**src/rtl/tick_scheduler.sv**
```systemverilog
// tick_scheduler: one shared prescaler feeding NUM_CH one-shot/periodic countdown channels
// clock/reset: posedge clock, sync active-high reset
// prescale: live divide value; pre_tick pulses every prescale+1 cycles
// cfg_valid/cfg_ready/cfg_ch/cfg_mode/cfg_period: channel write port (mode 01 one-shot, 10 periodic, else stop)
// pre_tick: shared tick; ch_fire: registered per-channel fire pulse; ch_busy: channel running
module tick_scheduler #(
  parameter int NUM_CH = 4,
  parameter int CNT_WIDTH = 16,
  parameter int PRE_WIDTH = 8,
  localparam int CH_W = NUM_CH > 1 ? $clog2(NUM_CH) : 1
) (
  input  logic                 clock,
  input  logic                 reset,
  input  logic [PRE_WIDTH-1:0] prescale,
  input  logic                 cfg_valid,
  output logic                 cfg_ready,
  input  logic [CH_W-1:0]      cfg_ch,
  input  logic [1:0]           cfg_mode,
  input  logic [CNT_WIDTH-1:0] cfg_period,
  output logic                 pre_tick,
  output logic [NUM_CH-1:0]    ch_fire,
  output logic [NUM_CH-1:0]    ch_busy
);
  typedef enum logic [1:0] {IDLE, ONESHOT, PERIODIC} state_e;
  logic [PRE_WIDTH-1:0] pre_cnt_q, pre_cnt_d;
  logic                 ready_q;
  state_e               state_q [NUM_CH];
  state_e               state_d [NUM_CH];
  logic [CNT_WIDTH-1:0] cnt_q [NUM_CH];
  logic [CNT_WIDTH-1:0] cnt_d [NUM_CH];
  logic [CNT_WIDTH-1:0] period_q [NUM_CH];
  logic [CNT_WIDTH-1:0] period_d [NUM_CH];
  logic [NUM_CH-1:0]    fire_q, fire_d, busy_q, busy_d, hit, arm, go;
  logic                 wr;
  assign pre_tick = pre_cnt_q >= prescale;
  assign cfg_ready = ready_q;
  assign ch_fire = fire_q;
  assign ch_busy = busy_q;
  // Out-of-range cfg_ch values match no channel, so such writes are accepted and dropped.
  // A write to a channel shadows that channel's pre_tick evaluation in the same cycle.
  always_comb begin
    pre_cnt_d = pre_tick ? '0 : pre_cnt_q + 1'b1;
    wr = cfg_valid & ready_q;
    hit = '0;
    arm = '0;
    go = '0;
    fire_d = '0;
    busy_d = '0;
    state_d = state_q;
    cnt_d = cnt_q;
    period_d = period_q;
    for (int i = 0; i < NUM_CH; i++) begin
      hit[i] = wr && (cfg_ch == CH_W'(i));
      arm[i] = hit[i] && (cfg_mode == 2'b01 || cfg_mode == 2'b10);
      go[i] = !hit[i] && pre_tick && state_q[i] != IDLE;
      fire_d[i] = go[i] && cnt_q[i] == '0;
      period_d[i] = arm[i] ? cfg_period : period_q[i];
      cnt_d[i] = arm[i] ? cfg_period : !go[i] ? cnt_q[i] : fire_d[i] ? period_q[i] : cnt_q[i] - 1'b1;
      state_d[i] = arm[i] ? (cfg_mode[0] ? ONESHOT : PERIODIC) :
                   hit[i] ? IDLE :
                   (fire_d[i] && state_q[i] == ONESHOT) ? IDLE : state_q[i];
      busy_d[i] = state_d[i] != IDLE;
    end
  end
  always_ff @(posedge clock) begin
    if (reset) begin
      pre_cnt_q <= '0;
      ready_q <= 1'b0;
      fire_q <= '0;
      busy_q <= '0;
      for (int i = 0; i < NUM_CH; i++) begin
        state_q[i] <= IDLE;
        cnt_q[i] <= '0;
        period_q[i] <= '0;
      end
    end else begin
      pre_cnt_q <= pre_cnt_d;
      ready_q <= 1'b1;
      fire_q <= fire_d;
      busy_q <= busy_d;
      state_q <= state_d;
      cnt_q <= cnt_d;
      period_q <= period_d;
    end
  end
endmodule
```
**config.mk**
```make
export PLATFORM = sky130hd
export DESIGN_NAME = tick_scheduler
export DESIGN_NICKNAME = d
export VERILOG_FILES = /design/src/rtl/tick_scheduler.sv
export SDC_FILE = /design/constraint.sdc
export NUM_CORES = 1
export LEC_CHECK = 0
export ABC_CLOCK_PERIOD_IN_PS = 2600
export CORE_MARGIN = 5
export CORE_UTILIZATION = 45
export CTS_CLUSTER_DIAMETER = 30
export DETAILED_ROUTE_END_ITERATION = 12
export PLACE_DENSITY = 0.66
export SYNTH_ARGS = -nofsm -noshare
export SYNTH_HDL_FRONTEND = slang
export SYNTH_SLANG_ARGS = --single-unit
```
**constraint.sdc**
```tcl
create_clock -name clock -period 2.6 [get_ports clock]
set_input_delay 0.26 -clock clock [delete_from_list [all_inputs] [get_ports clock]]
set_output_delay 0.26 -clock clock [all_outputs]
set_load 0.005 [all_outputs]
```
; ---- After elaboration in Yosys (flattened, before gate mapping)
; Index checks and enable logic that the tools add are counted.
[totals]
regBits = 153
output_inout_bits = 10
elab_cells = 105
[classes]
n_addsub = 5
n_lt_le_gt_ge = 1
n_eq_ne = 9
muxes = 26
bitwise_logic = 1
n_reduce_logical = 47
[op_table]
columns = op, n
row1 = $mux 16, 12
row2 = $logic_not 16->1, 4
row3 = $sub 16x1->16 const B, 4
row4 = $mux 2, 13
row5 = $logic_and 1x1->1, 24
row6 = $reduce_bool 2->1, 12
row7 = $eq 2x1->1 const B, 6
row8 = $add 8x1->8 const B, 1
row9 = $ge 8x8->1, 1
row10 = $eq 2x2->1 const B, 3
row11 = $logic_not 1->1, 4
row12 = $logic_not 2->1, 1
row13 = $reduce_or 2->1, 1
row14 = $and 1x1->1, 1
row15 = $logic_or 1x1->1, 1
row16 = $mux 1, 1

; ---- Longest topological paths before layout
; Gate-level depths: netlist of the first run.
[logic_depth]
ltp_word = 11
mapped_depth = 11
mapped_depth_nobuf = 9

; ---- Least setup slack after synthesis of the first run
; OpenSTA, ideal clock, no wires.
[synth_timing]
path_type = register to register
startpoint = register pre_cnt_q[0]
endpoint = register cnt_q[16] (netlist bit)
setup_time_ps = 74
arrival_time_ps = 2546
required_ps = 2526
setup_slack_ps = -20
stages_incl_launch_ff = 12
n_path_buf = 2
path_cell_list = dfxtp_1 > inv_1 > ha_1 > nand2b_1 > a2111oi_0 > o221a_2 > clkbuf_1 > inv_2 > clkbuf_1 > a21oi_1 > nand2_1 > a31oi_1
[synth_between]
elab_chain_cells = 7
word_cells_on_any_way = 8
[synth_rtl]
columns = element, line
row1 = start: declaration, 25  ; logic [PRE_WIDTH-1:0] pre_cnt_q, pre_cnt_d;
row2 = start signal: assignment, 77  ; pre_cnt_q <= pre_cnt_d;
row3 = $ge 8x8->1 (*), 35  ; assign pre_tick = pre_cnt_q >= prescale;
row4 = via pre_tick, 20  ; output logic pre_tick,
row5 = $logic_and 1x1->1 (*) (2 in series), 55  ; go[i] = !hit[i] && pre_tick && state_q[i] != IDLE;
row6 = $logic_and 1x1->1, 56  ; fire_d[i] = go[i] && cnt_q[i] == '0;
row7 = $mux 16 (3 in series), 58  ; cnt_d[i] = arm[i] ? cfg_period : !go[i] ? cnt_q[i] : fire_d[i] ? period_q[i] : cnt_q[i] - 1'b1;
row8 = end signal: assignment, 82  ; cnt_q <= cnt_d;
row9 = end: declaration, 29  ; logic [CNT_WIDTH-1:0] cnt_q [NUM_CH];
; The timed path passes the listed nets; every way through them passes the cells marked *. The select of a mux whose other input is x is not followed.
; A chain may end at the register's enable or synchronous reset.

; ---- Worst setup path in the final report of the first run
[layout_timing]
startpoint = register pre_cnt_q[2]
endpoint = register busy_q[2] (netlist: ch_busy[2])
[layout_between]
elab_chain_cells = 9
[layout_rtl]
columns = element, line
row1 = $ge 8x8->1, 35
row2 = $logic_and 1x1->1 (2 in series), 55
row3 = $logic_and 1x1->1, 56
row4 = $logic_and 1x1->1, 61  ; (fire_d[i] && state_q[i] == ONESHOT) ? IDLE : state_q[i];
row5 = $mux 2, 61
row6 = $mux 2, 60  ; hit[i] ? IDLE :
row7 = $mux 2, 59  ; state_d[i] = arm[i] ? (cfg_mode[0] ? ONESHOT : PERIODIC) :
row8 = $reduce_bool 2->1, 62  ; busy_d[i] = state_d[i] != IDLE;
row9 = end signal: assignment, 80  ; busy_q <= busy_d;
row10 = end: declaration, 33  ; logic [NUM_CH-1:0] fire_q, fire_d, busy_q, busy_d, hit, arm, go;
; No other way between the ends.

==> flow_summary.ini, run 1 <==
[flow_run]
maxCapViolCount = 0

[clock_network]
clkTransAtPathRegs_ns = 0.06
cts_inserted_buffers = 17
clock_latency_ns = 0.43
cts_root_buf = clkbuf_16
clk_path_buf_depth = 2
tritoncts_clock_tree = yes
clock_sink_count = 153
hold_buffers = 0
htreeDepth = 4

[detailed_routing]
detail_route.first_pass.iterations = 5
wirelength_um = 22200
vias = 7357
drt_iter0_drc = 707
ant_nets = 0
remaining_routing_drc_violations = 0
wirelength_per_cell_um = 17.1
via_per_inst = 5.68

[worst_setup_path]
timing.critical_path.slowest_stage_cell = or4_1
critPathLaunch = pre_cnt_q[2]
cp-end-kind = register
timing.critical_path.required_ns = 2.92
critical_path_arrival_ns = 2.83
classification_of_the_worst_setup_path = register to register
largest_driver_fanout_on_the_critical_path = 5
cp_cell_sequence = ha_1 -> o21ai_1 -> a211o_1 -> o221a_4 -> buf_4 -> or4_1 -> and4_1 -> or3_1
critPathTopFamily = simple AND/OR/NAND/NOR gates
biggest_cell_delay_along_the_critical_path_ns = 0.49
worst-path-buf-inv = 1
worstReg2RegStart = pre_cnt_q[2]
worstSetupStartpointType = register

[placed_design]
count_of_buffers_from_port_buffering = 40
postPlaceCellArea_um2 = 8610
placedCellCount = 1262
routabilityCongestion = 0.882
dp.final_hpwl_um = 14900

[grt]
grt_pass1_vias = 6761
number_of_antenna_violations_at_the_first_check_in_global_routing = 0
pin_count_of_the_biggest_net_entering_global_routing = 120
grt_pass1_wl_um = 36400
global_route_usage_sum = 0.230
global_route.overflow_total = 0

[floorplanning]
fp-row-count = 47
die-height_um = 140
die-area_um2 = 19500
die_width_um = 140
placeableCoreArea_um2 = 16500
design.portCount = 41
initial_utilization = 0.457

[power_and_ir_drop]
switching_power_mw = 1.45
p_per_area_nw_per_um2 = 638
int_pwr_mw = 4.52
p_clk_frac = 0.474
power.sequential.fraction = 0.405
worst_vdd_rail_ir_drop_mv = 0.468
p_sw_frac = 0.242
power.combinational.fraction = 0.120
power.static_leakage_nw = 3.52

[timing]
fin_worst_skew_ns = 0.00836
final-hold-violation-count = 0
final_min_period_over_clock_period = 0.965
slew_viol_final = 0
measured_slew_at_the_worst_slew_check_pin_ns = 0.550
report.final.setup_viol = 0
hold-worst-slack_ns = 0.166
top_achievable_clock_speed_mhz = 398
max-slew-margin-rel = 0.632
layout_min_cycle_time_ns = 2.51

[synth]
post_synth.cell_area_avg_um2 = 7.68
synth-seq-area-share = 0.406
yosys_register_bits = 153
post_synth_num_cell_types = 72
synth_edf_count = 0
syn-instance-count = 983
synth-warning-count = 0
syn_nets = 1027
post_synth_top_flop = dfxtp_1
syn_area_um2 = 7550
async_flop_share = 0

[cells_and_area]
area_growth_pct = 23.9
layout.filler_cells = 1528
final_util = 0.566
antenna-diode-count = 0
finalNonFillerCells = 1296
layout-drive-gt1-share = 0.117
most-common-layout-cells = nand2_1 (208), dfxtp_1 (150), a21oi_1 (93)
total_area_of_multi_input_combinational_cells_um2 = 4220
seqCellArea_um2 = 3070
design.final.nets = 1108
fin_area_um2 = 9350
final_common_cell = nand2_1

[run_status]
status = finished, final reports clean

[min_path]
min_path_type = input pin to register
worst_hold_startpoint = reset
## cells by family (layout without fill, tap and decap cells)
kind of cell / Yosys count / count (layout) / synth area share
fa+ha+maj: 13 / 13 / 0.0215
flops: 153 / 153 / 0.406
compound gates: 274 / 274 / 0.231
buf+inv: 80 / 173 / 0.0414
xor+xnor: 21 / 21 / 0.0244
simple gates: 432 / 432 / 0.262
mux: 10 / 10 / 0.0138
## power groups by stage
stage / combinational (mW) / sequential [mW] / clock [mW]
5_1_grt: 0.797 / 2.42 / 2.96
2_1_floorplan: 0.421 / 2.46 / 0
3_3_place_gp: 0.692 / 2.47 / 0
3_5_place_dp: 0.694 / 2.47 / 0
4_1_cts: 0.705 / 2.42 / 2.86
6_report: 0.719 / 2.42 / 2.83
## final cells by class
| type | instances | area share |
|---|---|---|
| inverter | 23 | 0.00950 |
| clock buffer | 24 | 0.0547 |
| tap | 220 | 0.0294 |
| timing repair buffer | 119 | 0.110 |
| multi-input combinational | 750 | 0.451 |
| sequential | 153 | 0.328 |
| clock inverter | 7 | 0.0171 |
## state kept, by name, indices dropped and copies added (netlist names)
| register | count |
|---|---|
| cnt_q | 64 |
| period_q | 64 |
| pre_cnt_q | 8 |
| state_q | 8 |
| ch_busy | 4 |
| ch_fire | 4 |
| cfg_ready | 1 |
## cell usage after synthesis (8+ instances only)
cell        n  share of area
nand2_1   208           0.10
dfxtp_1   153           0.41
clkbuf_1   49          0.024
nor2_1     89          0.044
o21ai_0    16          0.011
nor4_1     10         0.0083
a21oi_1    94          0.062
inv_1      21          0.010
nand3_1    23          0.015
a211oi_1   10         0.0099
xnor2_1     8         0.0093
o211ai_1   28          0.028
nand4_1    10         0.0083
nor3_1     25          0.017
a31oi_1    31          0.026
or4_1       8         0.0080
xor2_1     13          0.015
nand2b_1    9         0.0075
o31ai_1    14          0.014
ha_1       13          0.022
or3_1      16          0.013
o21ai_1    21          0.014
## worst paths after layout
check / to / slack, ns / cells after the start
max reg2reg: ch_busy[2] / 0.09 / 8
max: ch_busy[2] / 0.09 / 8
min reg2reg: period_q[54] / 0.45 / 2
min: period_q[35] / 0.17 / 2
## through the flow
stage	setup TNS (ns)	setup WS, ns	total power, mW
finish	0	0.0897	5.97
global route	-0.0106	-0.0106	6.18
CTS	-0.00638	-0.00638	5.99
detailed placement	-11.54	-0.298	3.16
global placement	-9.24	-0.259	3.16
floorplan	0	0.0279	2.88
## layer usage
metal | share of wire | global-route usage | vias to the layer above
met2 | 0.47 | 0.365 | 170
met1 | 0.48 | 0.325 | 3463
li1 | - | - | 3701
met4 | 0.016 | 0.0659 | 0
met5 | 0 | 0 | -
met3 | 0.038 | 0.0357 | 23
## what timing repair did
action | CTS | global route
gates cloned | 0 | 0
setup buffers | 1 | 2
gates resized for setup | 6 | 6
pin swaps | 1 | 4
endpoints found under the setup margin | 1 | 13
(Power assumes the default switching activity.)
==> run 2: changes to the inputs <==
Settings changed: GPL_ROUTABILITY_DRIVEN from default to 0, PLACE_DENSITY 0.66 to 0.65.
==> run 2 against run 1 <==
Net effect: total power decreased by 0.48%; combinational power about the same; worst setup slack gained 0.013 ns; non-clock buffer count shrank 4; clock skew rose by 0.0018 ns; clock power about the same; critical path depth unchanged; utilization rose by 0.083 points; die area stayed put; via count is 1.2% higher; largest power group unchanged; register-to-register slack about the same; sequential power is essentially flat.
==> flow_summary.ini, run 2 (synthesis gave the netlist of run 1 again) <==
[clock_network]
clkTransAtPathRegs_ns = 0.06
clock_latency_ns = 0.44
clock_sink_count = 153
clk_path_buf_depth = 2
htreeDepth = 4
hold_buffers = 0
cts_root_buf = clkbuf_16
cts_inserted_buffers = 17
tritoncts_clock_tree = yes

[worst_setup_path]
largest_driver_fanout_on_the_critical_path = 4
crit-reg2reg-capture = ch_busy[2]
critPathLaunch = pre_cnt_q[3]
reg2reg_setup_slack_ns = 0.10
critPathCapture = ch_busy[2]
cp-end-kind = register
timing.critical_path.required_ns = 2.92
reg2reg_depth = 8
classification_of_the_worst_setup_path = register to register
worstReg2RegStart = pre_cnt_q[3]
critical_path_arrival_ns = 2.81
worstSetupStartpointType = register

[floorplanning]
fp-row-count = 47
design.portCount = 41
initial_utilization = 0.457
die_width_um = 140
die-height_um = 140
placeableCoreArea_um2 = 16500
die-area_um2 = 19500

[placed_design]
count_of_buffers_from_port_buffering = 40
dp.final_hpwl_um = 15100
postPlaceCellArea_um2 = 8600
pre_cts_ws_ns = -0.329
placedCellCount = 1259

[timing]
final_min_period_over_clock_period = 0.961
report.final.setup_viol = 0
layout_min_cycle_time_ns = 2.50
slew_viol_final = 0
top_achievable_clock_speed_mhz = 400
measured_slew_at_the_worst_slew_check_pin_ns = 0.744
max-slew-margin-rel = 0.499
timing.final.ws_setup_ns = 0.103
fin_worst_skew_ns = 0.0102
final-hold-violation-count = 0
rsz0062_at_grt = no

[grt]
pin_count_of_the_biggest_net_entering_global_routing = 44
grt_pass1_wl_um = 36400
global_route.overflow_total = 0
grt_most_used_layer = met2
grt_pass1_vias = 6944
groute.layer.met3.usage = 0.0480
global_route_usage_sum = 0.231
number_of_antenna_violations_at_the_first_check_in_global_routing = 0
grt_use_met2 = 0.362
globalRouteMet1Util = 0.313

[min_path]
min_path_type = input pin to register
min_delay_path_depth = 2

[detailed_routing]
drt_iter0_drc = 769
via_per_inst = 5.76
wirelength_um = 22400
ant_nets = 0
detail_route.first_pass.iterations = 6
remaining_routing_drc_violations = 0
vias = 7447
wirelength_per_cell_um = 17.3

[cells_and_area]
layout-drive-gt1-share = 0.117
finalNonFillerCells = 1293
final_common_cell = nand2_1
most-common-layout-cells = nand2_1 (208), dfxtp_1 (150), a21oi_1 (93)
final_util = 0.567
area_growth_pct = 24.1
seqCellArea_um2 = 3070
total_area_of_multi_input_combinational_cells_um2 = 4240
reg.largest.list = cnt_q x64, period_q x64
fin_area_um2 = 9370
layout.filler_cells = 1530
design.final.nets = 1104
antenna-diode-count = 0

[power_and_ir_drop]
report.power.total_mw = 5.94
p_per_area_nw_per_um2 = 634
power.static_leakage_nw = 3.50
worst_vdd_rail_ir_drop_mv = 0.502

[run_status]
status = finished, final reports clean

[flow_run]
maxCapViolCount = 0
run 2: routing by layer:
metal | vias up | wire [um]
met5 | - | 0
met4 | 0 | 651
met3 | 46 | 1130
met2 | 192 | 10200
met1 | 3515 | 10400
li1 | 3694 | -
run 2: through the flow:
stage               setup TNS [ns]  hold slack (ns)
floorplan                        0            0.375
global placement             -6.73            0.441
detailed placement           -10.0            0.447
CTS                              0            0.196
global route                     0            0.208
finish                           0            0.209
run 2: cell type report:
cell class	instances	share of cell area
timing repair buffer	115	0.109
multi-input combinational	750	0.453
clock inverter	11	0.0203
inverter	23	0.00948
clock buffer	21	0.0513
sequential	153	0.328
tap	220	0.0294
run 2: report_power, final:
| part | internal [mW] | switching [mW] | total, mW |
|---|---|---|---|
| Clock | 1.80 | 0.996 | 2.80 |
| Combinational | 0.284 | 0.436 | 0.719 |
| Sequential | 2.38 | 0.0342 | 2.42 |
| Total | 4.47 | 1.47 | 5.94 |
run 2: how the worst min path moves through the flow:
| stage | startpoint | slack (ns) | endpoint |
|---|---|---|---|
| 2_1_floorplan | cfg_period[15] | 0.37 | cnt_q[47] |
| 3_3_place_gp | period_q[55] | 0.44 | period_q[55] |
| 3_5_place_dp | period_q[42] | 0.45 | period_q[42] |
| 4_1_cts | reset | 0.20 | period_q[42] |
| 5_1_grt | reset | 0.21 | period_q[34] |
| 6_report | reset | 0.21 | period_q[42] |
run 2: repair_timing:
item,4_1_cts,5_1_grt
resized for setup,7,9
setup buffers,1,1
pin swaps,1,4
endpoints found under the setup margin,1,13
run 2: worst max-delay path, cell delays in order (launching register included):
cell and delay (ns):
dfxtp_4 0.36, ha_1 0.22, inv_1 0.06, a211o_1 0.31
o221a_4 0.29, buf_4 0.15, or4_1 0.48, and4_1 0.17
or3_1 0.34
==> run 3: changes to the inputs <==
Settings changed: ABC_CLOCK_PERIOD_IN_PS 2600 to 2800, CAP_MARGIN from default to 15, PLACE_DENSITY 0.65 to default.
Clock period 2.6 ns to 2.8 ns, I/O delays scaled along.
==> run 3 against run 2 <==
Net effect: flip-flop and latch count stayed put; final area fell by 2.8%; fmax fell by 5.0%; non-clock buffer count fell by 12; register-to-register slack improved by 0.07 ns; worst hold slack got worse by 0.0036 ns; die area stayed put; largest power group unchanged; clock-buffer cell count unchanged.
==> flow_summary.ini, run 3 (synthesis gave the netlist of run 1 again) <==
[placed_design]
pre_cts_ws_ns = -0.184
count_of_buffers_from_port_buffering = 40
dp.final_hpwl_um = 15200
postPlaceCellArea_um2 = 8500

[cells_and_area]
design.final.nets = 1092
fin_area_um2 = 9100
layout.filler_cells = 1592
final_common_cell = nand2_1
reg.largest.list = cnt_q x64, period_q x64
most-common-layout-cells = nand2_1 (208), dfxtp_1 (153), a21oi_1 (94)
layout-drive-gt1-share = 0.0944
area_growth_pct = 20.6
final_util = 0.551
antenna-diode-count = 0

[floorplanning]
fp-row-count = 47
die_width_um = 140
design.portCount = 41
placeableCoreArea_um2 = 16500
initial_utilization = 0.457
die-area_um2 = 19500
die-height_um = 140

[clock_network]
clock_latency_ns = 0.42
hold_buffers = 0
cts_root_buf = clkbuf_16
clock_sink_count = 153
cts_inserted_buffers = 17
tritoncts_clock_tree = yes
clk_path_buf_depth = 2
htreeDepth = 4
clkTransAtPathRegs_ns = 0.06

[timing]
slew_viol_final = 0
final_min_period_over_clock_period = 0.939
final-hold-violation-count = 0
report.final.setup_viol = 0
layout_min_cycle_time_ns = 2.63
rsz0062_at_grt = no
timing.setup.tns_ns = 0
measured_slew_at_the_worst_slew_check_pin_ns = 0.610
timing.final.ws_setup_ns = 0.170
max-slew-margin-rel = 0.592
fin_worst_skew_ns = 0.00850
top_achievable_clock_speed_mhz = 380

[worst_setup_path]
cp-end-kind = register
worstReg2RegStart = cnt_q[0]
largest_driver_fanout_on_the_critical_path = 9
worst-path-buf-inv = 1
critical_path_arrival_ns = 2.93
reg2reg_depth = 7
biggest_cell_delay_along_the_critical_path_ns = 0.70
timing.critical_path.required_ns = 3.10
cp_num_cells = 7
cp_cell_sequence = inv_1 -> ha_1 -> or4b_1 -> or4_1 -> o211ai_1 -> a21oi_1 -> a2111oi_1
timing.critical_path.slowest_stage_cell = or4_1
critPathTopFamily = simple AND/OR/NAND/NOR gates
classification_of_the_worst_setup_path = register to register
critPathLaunch = cnt_q[0]
worstSetupStartpointType = register

[run_status]
status = finished, final reports clean

[detailed_routing]
wirelength_per_cell_um = 17.6
detail_route.first_pass.iterations = 5
ant_nets = 0
via_per_inst = 5.73
remaining_routing_drc_violations = 0
drt_iter0_drc = 681
vias = 7327
wirelength_um = 22500

[min_path]
min_delay_path_depth = 2
worst_hold_startpoint = reset
min_path_type = input pin to register

[grt]
grt_pass1_wl_um = 36600
number_of_antenna_violations_at_the_first_check_in_global_routing = 0
pin_count_of_the_biggest_net_entering_global_routing = 121
grt_pass1_vias = 6858
global_route.overflow_total = 0
global_route_usage_sum = 0.231

[power_and_ir_drop]
worst_vdd_rail_ir_drop_mv = 0.460
power.static_leakage_nw = 3.38
p_per_area_nw_per_um2 = 578
report.power.total_mw = 5.26

[flow_run]
maxCapViolCount = 0
-- run 3: area by class of cell --
cell class                 count  area (um2)  share of cell area
clock buffer                  21         440              0.0484
multi-input combinational    750        4180               0.459
sequential                   153        3060               0.337
clock inverter                 9         150              0.0165
timing repair buffer         103         907              0.0997
inverter                      23        86.3             0.00949
tap                          220         275              0.0302
-- run 3: per-stage QoR --
stage | hold WS [ns] | std cells
5_1_grt | 0.186 | 1279
4_1_cts | 0.187 | 1279
6_report | 0.205 | 1279
3_5_place_dp | 0.447 | 1248
3_3_place_gp | 0.442 | 1248
2_1_floorplan | 0.395 | 983
-- run 3: metal layers --
layer  routed length, um  track usage  part of all wire
met1               10700        0.319              0.48
met2               10600        0.376              0.47
met3                 951       0.0443             0.042
met4                 293       0.0566             0.013
met5                   0            0                 0
-- run 3: worst paths after layout --
path,slack (ns),to
max reg2reg,0.17,cnt_q[5]
min,0.21,period_q[42]
min reg2reg,0.45,period_q[56]
max,0.17,cnt_q[5]
-- run 3: report_power, final --
part / internal, mW / switching [mW] / total, mW
combinational: 0.248 / 0.399 / 0.647
clock: 1.48 / 0.888 / 2.36
sequential: 2.21 / 0.0340 / 2.25
total: 3.94 / 1.32 / 5.26
-- run 3: repair_timing --
item / in CTS / in global routing
resized for setup: 3 / 0
setup buffers: 1 / 0
setup endpoints to repair: 1 / 0
